`config.mk`:
```
export PLATFORM = sky130hd
export DESIGN_NAME = song_reader
export DESIGN_NICKNAME = d
export VERILOG_FILES = /design/src/rtl/song_reader.sv
export SDC_FILE = /design/constraint.sdc
export NUM_CORES = 1
export LEC_CHECK = 0
export ABC_AREA = 1
export ABC_CLOCK_PERIOD_IN_PS = 3450
export CAP_MARGIN = 30
export CORE_UTILIZATION = 35
export DETAILED_ROUTE_END_ITERATION = 6
export PLACE_DENSITY = 0.61
export SLEW_MARGIN = 20
export SYNTH_ARGS = -nofsm -noshare
export SYNTH_HDL_FRONTEND = slang
export SYNTH_SLANG_ARGS = --single-unit
```
`constraint.sdc`:
```
create_clock -name clk -period 3.45 [get_ports clk]
set_input_delay 0.5175 -clock clk [delete_from_list [all_inputs] [get_ports clk]]
set_output_delay 0.5175 -clock clk [all_outputs]
set_load 0.05 [all_outputs]
```
`src/rtl/song_reader.sv`:
```
// song_reader: walks one song of song_rom and presents each note to the player.
// Define SONG_READER_LOOP_EN to restart the song at its end instead of stopping.
module song_reader #(
  parameter int ADDR_W = 7,
  parameter int SONG_W = 2,
  parameter int NOTE_W = 6,
  parameter int DUR_W  = 6
) (
  input  logic                    clk,
  input  logic                    reset,
  input  logic                    play,
  input  logic [SONG_W-1:0]       song,
  input  logic                    beat,
  output logic [ADDR_W-1:0]       rom_addr,
  input  logic [NOTE_W+DUR_W-1:0] rom_dout,
  output logic [NOTE_W-1:0]       note,
  output logic                    new_note,
  output logic                    note_active,
  output logic                    song_done
);

  localparam int IDX_W = ADDR_W - SONG_W;
  localparam logic [DUR_W-1:0] DUR_ONE = 1;

  typedef enum logic [2:0] {
    S_IDLE,
    S_FETCH,
    S_LOAD,
    S_PLAY,
    S_DONE
  } state_t;

  state_t              r_state;
  logic [SONG_W-1:0]   r_cur_song;
  logic [IDX_W-1:0]    r_idx;
  logic [DUR_W-1:0]    r_dur;
  logic [NOTE_W-1:0]   r_note;
  logic                r_new_note;
  logic                r_note_active;
  logic                r_song_done;

  logic [NOTE_W-1:0]   w_rom_note;
  logic [DUR_W-1:0]    w_rom_dur;
  logic                w_song_chg;
  logic                w_last_idx;

  assign w_rom_note = rom_dout[NOTE_W+DUR_W-1:DUR_W];
  assign w_rom_dur  = rom_dout[DUR_W-1:0];
  assign w_song_chg = (r_state != S_IDLE) && (song != r_cur_song);
  assign w_last_idx = &r_idx;

  // Song bits only move on a song change, so the address never wraps.
  assign rom_addr    = {r_cur_song, r_idx};
  assign note        = r_note;
  assign new_note    = r_new_note;
  assign note_active = r_note_active;
  assign song_done   = r_song_done;

  always_ff @(posedge clk or posedge reset) begin
    if (reset) begin
      r_state       <= S_IDLE;
      r_cur_song    <= '0;
      r_idx         <= '0;
      r_dur         <= '0;
      r_note        <= '0;
      r_new_note    <= 1'b0;
      r_note_active <= 1'b0;
      r_song_done   <= 1'b0;
    end else begin
      r_new_note <= 1'b0;
`ifdef SONG_READER_LOOP_EN
      r_song_done <= 1'b0;
`endif
      if (w_song_chg) begin
        r_state       <= S_FETCH;
        r_cur_song    <= song;
        r_idx         <= '0;
        r_dur         <= '0;
        r_note_active <= 1'b0;
        r_song_done   <= 1'b0;
      end else begin
        unique case (r_state)
          S_IDLE: begin
            if (play) begin
              r_state    <= S_FETCH;
              r_cur_song <= song;
              r_idx      <= '0;
            end
          end
          S_FETCH: begin
            r_state <= S_LOAD;
          end
          S_LOAD: begin
            if (w_rom_dur == '0) begin
              r_note        <= '0;
              r_note_active <= 1'b0;
              r_song_done   <= 1'b1;
`ifdef SONG_READER_LOOP_EN
              r_state       <= S_FETCH;
              r_idx         <= '0;
`else
              r_state       <= S_DONE;
`endif
            end else begin
              r_note        <= w_rom_note;
              r_dur         <= w_rom_dur;
              r_new_note    <= 1'b1;
              r_note_active <= play && (w_rom_note != '0);
              r_state       <= S_PLAY;
            end
          end
          S_PLAY: begin
            // Paused: counter frozen, beats ignored, note held.
            r_note_active <= play && (r_note != '0);
            if (play && beat) begin
              if (r_dur == DUR_ONE) begin
                r_note_active <= 1'b0;
                if (w_last_idx) begin
                  r_note      <= '0;
                  r_song_done <= 1'b1;
`ifdef SONG_READER_LOOP_EN
                  r_state     <= S_FETCH;
                  r_idx       <= '0;
`else
                  r_state     <= S_DONE;
`endif
                end else begin
                  r_idx   <= r_idx + 1'b1;
                  r_state <= S_FETCH;
                end
              end else begin
                r_dur <= r_dur - 1'b1;
              end
            end
          end
          S_DONE: begin
            if (!play) begin
              r_state     <= S_IDLE;
              r_song_done <= 1'b0;
            end
          end
          default: begin
            r_state <= S_IDLE;
          end
        endcase
      end
    end
  end

endmodule

```
; ---- After elaboration in Yosys (flattened, before gate mapping)
; Index checks and enable logic that the tools add are counted.
[totals]
out_inout_bits = 16
ramBits = 0
latchBits = 0
mem_bits_ro = 0
n_memories = 0
in_bits = 18
ff_bits = 25
[classes]
div = 0
magnitude_cmp = 0
multipliers = 0
muxes = 42
addsub = 2
bitwise_logic = 1
shifts = 0
eq_ne = 18
n_reduce_logical = 22
[ops]
columns = operator, n
row1 = 6-bit two-way mux, 8
row2 = "3-bit inequality test, second input constant", 9
row3 = 5-bit two-way mux, 5
row4 = 6-bit one-hot mux with 2 select lines, 2
row5 = 3-bit two-way mux, 7
row6 = 3-bit one-hot mux with 5 select lines, 1
row7 = 5-bit AND reduction, 3
row8 = 1-bit two-way mux, 13
row9 = 6-bit nonzero test, 2
row10 = 5-bit one-hot mux with 2 select lines, 1
row11 = 3-bit nonzero test, 3
row12 = 4-bit AND reduction, 2
row13 = "3-bit by 2-bit == test with 1-bit output, second input constant", 2
row14 = "6-bit by 1-bit == test with 1-bit output, second input constant", 1
row15 = 6-bit zero test, 1
row16 = 2-bit two-way mux, 3
row17 = "2-bit inequality test, second input constant", 3
row18 = 6-bit AND reduction, 1
row19 = 2-bit nonzero test, 3
row20 = "6-bit by 1-bit subtractor with 6-bit output, second input constant", 1
row21 = "5-bit by 1-bit adder with 5-bit output, second input constant", 1
row22 = 1-bit logical AND, 4
row23 = 4-bit nonzero test, 1
row24 = "3-bit by 1-bit == test with 1-bit output, second input constant", 1
row25 = 7 further kinds, 7

; ---- Longest topological paths before layout
; Gate-level depths: netlist of run 1.
[logic_depth]
word_depth = 6
depth_mapped = 12

; ---- Least setup slack after synthesis of run 1
; Ideal clock, no wire load.
[synth_path]
path_kind = register -> register
start = register r_idx[0]
end = register r_idx[0]
setup_time_ps = 139
synth_period_minus_slack_ps = 1792
arrival_time_ps = 1653
setup_slack_ps = 1658
path_stages_with_launch = 11
cell_sequence = dfrtp_1 > ha_1 > nand2_1 > nor2_1 > ha_1 > nand2_1 > nand2_1 > nor2_4 > nand2_4 > nand3_1 > o21ai_2
[synth_between]
elab_chain_len = 6
word_cells_on_any_way = 9
cone_classes = 1 x add/sub / 1 x eq/ne / 5 x mux / 2 x reduce/logical
[synth_lines]
columns = item, line
row1 = start: declaration, 35  ; logic [IDX_W-1:0] r_idx;
row2 = start signal: assignment, 128  ; r_idx <= r_idx + 1'b1;
row3 = 5-bit by 1-bit adder with 5-bit output, 128
row4 = 5-bit two-way mux, 118  ; if (w_last_idx) begin
row5 = 5-bit two-way mux, 116  ; if (r_dur == DUR_ONE) begin
row6 = 5-bit two-way mux, 115  ; if (play && beat) begin
row7 = 5-bit one-hot mux with 2 select lines, 82  ; unique case (r_state)
row8 = 5-bit two-way mux, 74  ; if (w_song_chg) begin
; Several ways; a longest one is shown, not always the timed one. The select of a mux whose other input is x is not followed.
; A chain may end at the register's enable or synchronous reset.

; ---- Worst setup path in the final report of run 1
[layout_path]
start = register r_idx[0]
end = output port rom_addr[0]
[layout_rtl]
columns = item, line
row1 = end: declaration, 14  ; output logic [ADDR_W-1:0] rom_addr,
; No word-level cell between the ends.

==> metrics.md, run 1 <==
| Metric | Value |
|---|---|
| CP Data Arrival Time | 1540 ps |
| Fmax | 485.6 MHz |
| Vias per cell | 4.753 |
| Remaining Overflow, GRT | 0 |
| Design Area, Final | 0.002038 mm^2 |
| Top cells by area, synth | dfrtp_1 (39%), nand2_1 (17%), nand3_1 (7.8%) |
| Most common cell in the netlist | nand2_1 |
| H-tree depth | 1 |
| Die span in y | 69.59 um |
| Share of the synthesized area in the top cell type | 0.3912 |
| Hold_sp | song_done |
| Hold Path Stages | 2 |
| # Post-CTS Setup Buffers | 0 |
| Die area | 0.004843 mm^2 |
| Avg Inst Size Synth | 7.235 um^2 |
| Internal | 0.6883 mW |
| Critical Path, Cell by Cell | clkdlybuf4s50_1 |
| Warnings, synthesis | 0 |
| Post-layout min period | 2059 ps |
| First-iteration detailed-routing DRC count | 61 |
| # IOs | 34 |
| # hold bufs at CTS | 0 |
| Starting Density | 0.3647 |
| Part of the cycle the worst path needs | 0.5969 |
| Pwr dens | 674.5 mW/mm^2 |
| Per-cell routed wire length | 11.15 um |
| CP top delay family | buffers and inverters |
| Synthesized cell area | 0.001599 mm^2 |
| Buffers on Ports | 33 |
| CTS Buffer Depth | 2 |
| FP Rows | 24 |
| EDFF count, synth | 0 |
| Worst-margin pin slew | 515.9 ps |
| Clock skew | 7.004 ps |
| Final ANT Viol Nets | 0 |
| Core box area | 0.004384 mm^2 |
| Max stage delay on crit path | 830 ps |
| Part of the power in the clock network | 0.129 |
| FFs w/ async S/R, synth | 1.000 |
| CP Data Required Time | 2930 ps |
| Syn nets | 243 |
| Global-route wire length before repair | 5.961 mm |
| GP Congestion | 0.8663 |
| Vias in the first global route | 1,358 |
| Reg2reg setup slack | 1840 ps |
| FF-to-FF Start | r_idx[0] |
| RSZ-0062 raised after global routing | no |
| Buf/Inv on CP | 1 |
| Nets | 279 |
| HP Class | flop to flop |
| Root Driver | clkbuf_8 |
| Area grow syn2layout | 27.46% |
| Clock transition at the registers of the reported paths | 90 ps |
| Placed insts | 304 |
| DP Area | 0.001992 mm^2 |
| Switching part of the total | 0.4993 |
| Setup_tns | 0 ps |
| Critical path type | flop to primary output |
| Final non-filler cell total | 308 |
| Antenna diodes | 0 |
| Final WL | 3.435 mm |
| Vias | 1,464 |
| Sw Pwr | 0.6864 mW |
| Filler cell count | 436 |
| Relative slew slack | 0.6550 |
| Setup violators final | 0 |
| Worst-path fanout max | 5 |
| Max Slew Vio Count | 0 |
| TritonRoute pass-1 iters | 4 |
| Drt drc | 0 |
| Hold EP | song_done |
| Antenna violations before repair | 0 |
| Worst-Skew Late Latency | 280 ps |
| GRT Total Usage | 0.1518 |
| Fraction of layout cells with a size suffix above 1 | 0.1094 |
| Sequential power share | 0.311 |
| Synth cell types | 29 |
| Mapped Cells | 221 |
| Post-route core utilization | 0.4649 |
| Gate power share | 0.560 |
| Outcome | completed |
| Post-DP HPWL | 2.683 mm |
| Reg2reg end | song_done |
| Post-CTS Resized | 0 |
| Overall Power | 1.375 mW |
| CTS tree | done |
| Post-synthesis sequential area ratio | 0.3912 |
| Critical Path Start Type | flop |
| Final Hold Fails | 0 |
| Leading area contributor after synthesis | dfrtp_1 |
| R2R cell count | 10 |
| Leak | 1.003 nW |
| Synth Flop Type | dfrtp_1 |
| CTS Buf Count | 3 |
| Flops & latches, synth | 25 |
| Crit end category | primary output |
| Peak supply drop | 0.3388 mV |
| CP max-delay cell | clkdlybuf4s50_1 |
| Clk sink count | 25 |
| Largest net degree at the start of global routing | 21 |
| Die Wd | 69.59 um |
| Commonest cells post-synth | nand2_1 (74), dfrtp_1 (25), nand3_1 (25), nor2_1 (22), inv_1 (20) |
| Max-cap viol count | 0 |
state kept, by name, summed over array words and instances (netlist names):
name	flops
r_cur_song	2
r_dur	6
note_active	1
r_state	3
new_note	1
note	6
r_idx	5
song_done	1
cells by family (layout without fill, tap and decap cells):
logic type / Yosys count / after routing / synth area share
AND/OR/NAND/NOR: 141 / 141 / 0.4100
buffers and inverters: 28 / 63 / 0.07903
flip-flops: 25 / 25 / 0.3912
AO/OA/AOI/OAI: 22 / 22 / 0.08294
adder cells (fa/ha/maj): 4 / 4 / 0.03130
XOR/XNOR: 1 / 1 / 0.005478
placed cells by master (no fill, tap or decap):
| master | Yosys | layout |
|---|---|---|
| a21oi_2 | 1 | 1 |
| ha_1 | 4 | 4 |
| nand2_4 | 3 | 3 |
| nor2_1 | 22 | 22 |
| nand3_2 | 1 | 1 |
| nand2_2 | 4 | 4 |
| a21oi_1 | 1 | 1 |
| nor3_1 | 2 | 2 |
| clkinv_2 | 0 | 1 |
| o21ai_0 | 10 | 10 |
| nand2_1 | 74 | 74 |
| inv_2 | 4 | 4 |
| a31oi_1 | 2 | 2 |
| nor3b_1 | 1 | 1 |
| xnor2_1 | 1 | 1 |
| o211ai_1 | 1 | 1 |
| nand3_4 | 1 | 1 |
| o21ai_2 | 3 | 3 |
| dfrtp_1 | 25 | 25 |
| nand3_1 | 25 | 25 |
| nand3b_1 | 1 | 1 |
| clkdlybuf4s50_1 | 0 | 33 |
| buf_16 | 0 | 1 |
| nor2_2 | 2 | 2 |
| clkbuf_8 | 0 | 3 |
| o21ai_1 | 3 | 3 |
| nand4_1 | 2 | 2 |
| inv_1 | 20 | 20 |
| nor2_4 | 3 | 3 |
| o21bai_1 | 1 | 1 |
| inv_4 | 1 | 1 |
through the flow:
step | worst slack [ps] | hold slack (ps)
2_1_floorplan | 1658 | 497.7
3_3_place_gp | 1340 | 464.9
3_5_place_dp | 1291 | 463.9
4_1_cts | 1373 | 487.4
5_1_grt | 1339 | 533.5
6_report | 1391 | 481.2
metal layers:
layer  GRT usage  vias to the layer above  share of wire
li1            -                      777              -
met1      0.1991                      653           0.48
met2      0.2492                       29           0.45
met3     0.03343                        5          0.051
met4     0.04762                        0          0.015
met5           0                        -              0
layout make-up:
type                            count  area, um^2  area share
Multi-Input combinational cell    168       847.1      0.4156
Sequential cell                    25       625.6      0.3069
Timing Repair Buffer               34       357.8      0.1756
Inverter                           25       96.34     0.04727
Tap cell                           52       65.06     0.03192
Clock buffer                        3       41.29     0.02026
Clock inverter                      1       5.005    0.002455
worst max path at each step:
stage | from | to | slack, ps | cells past startpoint
2_1_floorplan | r_idx[0] | r_idx[0] | 1660 | 10
3_3_place_gp | song[0] | song_done | 1340 | 12
3_5_place_dp | song[0] | song_done | 1290 | 12
4_1_cts | r_idx[0] | rom_addr[0] | 1370 | 1
5_1_grt | r_idx[0] | rom_addr[0] | 1340 | 1
6_report | r_idx[0] | rom_addr[0] | 1390 | 1
power by group through the flow:
stage | registers (mW) | logic (mW) | clock network [mW]
final | 0.428 | 0.769 | 0.178
after global routing | 0.441 | 0.851 | 0.193
after CTS | 0.429 | 0.778 | 0.184
after detailed placement | 0.433 | 0.777 | 0
after global placement | 0.435 | 0.770 | 0
after floorplan | 0.572 | 0.462 | 0
Note: power is estimated with default switching activity, not from simulation.
==> run 2: changes to the inputs <==
ABC_CLOCK_PERIOD_IN_PS = 2100   (was 3450)
clock period = 2.1 ns   (was 3.45 ns; I/O delays follow)
==> metrics.md, run 2 (synthesized netlist as in run 1, its figures left out) <==
| Metric | Value |
|---|---|
| Global-route wire length before repair | 6.106 mm |
| Most common cell after layout, fill and taps aside | nand2_1 |
| Leak | 0.9969 nW |
| Area grow syn2layout | 26.60% |
| Max-cap viol count | 0 |
| RSZ-0062 raised after global routing | no |
| Final non-filler cell total | 309 |
| Outcome | completed |
| # Post-CTS Setup Buffers | 0 |
| Pwr dens | 1126 mW/mm^2 |
| GRT Total Usage | 0.1545 |
| Crit path from | r_idx[0] |
| CP max-delay cell | clkdlybuf4s50_1 |
| Die Wd | 69.59 um |
| # IOs | 34 |
| H-tree depth | 1 |
| Root Driver | clkbuf_8 |
| Core box area | 0.004384 mm^2 |
| Vias | 1,460 |
| CP top delay family | buffers and inverters |
| Final ANT Viol Nets | 0 |
| CP Data Arrival Time | 1530 ps |
| DP Area | 0.001979 mm^2 |
| Largest net degree at the start of global routing | 26 |
| Nets | 280 |
| First-iteration detailed-routing DRC count | 73 |
| Critical path type | flop to primary output |
| Fmax | 543.3 MHz |
| Placed insts | 305 |
| CTS Buffer Depth | 2 |
| CP Data Required Time | 1780 ps |
| Worst-Skew Late Latency | 270 ps |
| Post-route core utilization | 0.4618 |
| Worst-path fanout max | 5 |
| FP Rows | 24 |
| Final Worst Setup Slack | 259.5 ps |
| Setup violators final | 0 |
| Leading cell types in the layout, fill and taps excluded | nand2_1 (74), clkdlybuf4s50_1 (33), nand3_1 (25), dfrtp_1 (25), nor2_1 (22) |
| Remaining Overflow, GRT | 0 |
| Worst-margin pin slew | 516.0 ps |
| Final WL | 3.504 mm |
| Drt drc | 0 |
| Clock skew | 5.973 ps |
| Part of the cycle the worst path needs | 0.8764 |
| Vias in the first global route | 1,389 |
| Post-layout min period | 1840 ps |
| Antenna diodes | 0 |
| # hold bufs at CTS | 0 |
| Relative slew slack | 0.6549 |
| Post-CTS Resized | 0 |
| Clock transition at the registers of the reported paths | 80 ps |
| Clk sink count | 25 |
| Peak supply drop | 0.5256 mV |
| CTS tree | done |
| Critical Path Start Type | flop |
| Final Hold Fails | 0 |
| Design Area, Final | 0.002024 mm^2 |
| CTS Buf Count | 3 |
| Setup_tns | 0 ps |
| Die area | 0.004843 mm^2 |
| Vias per cell | 4.725 |
| Max Slew Vio Count | 0 |
| GP Congestion | 0.7982 |
| Per-cell routed wire length | 11.34 um |
| Die span in y | 69.59 um |
| Starting Density | 0.3647 |
| Critical Path, Cell by Cell | clkdlybuf4s50_1 |
| Buf/Inv on CP | 1 |
| FF-to-FF Start | r_idx[0] |
| Worst slack, placed | 227.4 ps |
| Buffers on Ports | 33 |
| HP Class | input pin to asynchronous set/reset pin |
| Max stage delay on crit path | 830 ps |
| Post-DP HPWL | 2.743 mm |
| Antenna violations before repair | 0 |
| Fraction of layout cells with a size suffix above 1 | 0.1089 |
| Crit end category | primary output |
| TritonRoute pass-1 iters | 4 |
==> run 2: cell types whose count changed in the layout (fill, tap and decap cells not counted) <==
cell      before  now
buf_16         1    0
buf_4          0    2
clkbuf_1       0    1
clkinv_2       1    0
==> run 2: worst paths after layout <==
path | slack [ps] | to | cells past startpoint
max in group asynchronous | 1470 | r_idx[3] | 3
max reg2reg | 510 | r_idx[0] | 10
min reg2reg | 480 | song_done | 2
max | 260 | rom_addr[0] | 1
min | 380 | r_idx[1] | 3
min in group clk | 480 | song_done | 2
==> run 2: routing by layer <==
layer	wire, um	track usage	vias to the layer above	share of wire
met5	0	0	-	0
met4	30	0.04082	0	0.0086
met3	131	0.02471	3	0.037
met2	1588	0.2513	31	0.45
met1	1754	0.2138	649	0.50
li1	-	-	777	-
==> run 2: per-stage QoR <==
| step | power [mW] | hold WS, ps |
|---|---|---|
| 2_1_floorplan | 1.698 | 342.3 |
| 3_5_place_dp | 2.016 | 465.2 |
| 3_3_place_gp | 2.007 | 464.5 |
| 6_report | 2.279 | 384.1 |
| 4_1_cts | 2.307 | 396.1 |
| 5_1_grt | 2.464 | 424.9 |
==> run 2: cell type report <==
cell class                      instances  area (um^2)
Clock buffer                            4        45.04
Fill cell                             444         2360
Inverter                               25        96.34
Multi-Input combinational cell        168        847.1
Sequential cell                        25        625.6
Tap cell                               52        65.06
Timing Repair Buffer                   35        345.3
==> run 2: power by group <==
group / leakage, nW / switching (mW) / total, mW / internal, mW
clock: 0.0228 / 0.146 / 0.281 / 0.136
sequential: 0.334 / 0.113 / 0.705 / 0.592
combinational: 0.640 / 0.875 / 1.29 / 0.418
total: 0.997 / 1.13 / 2.28 / 1.15
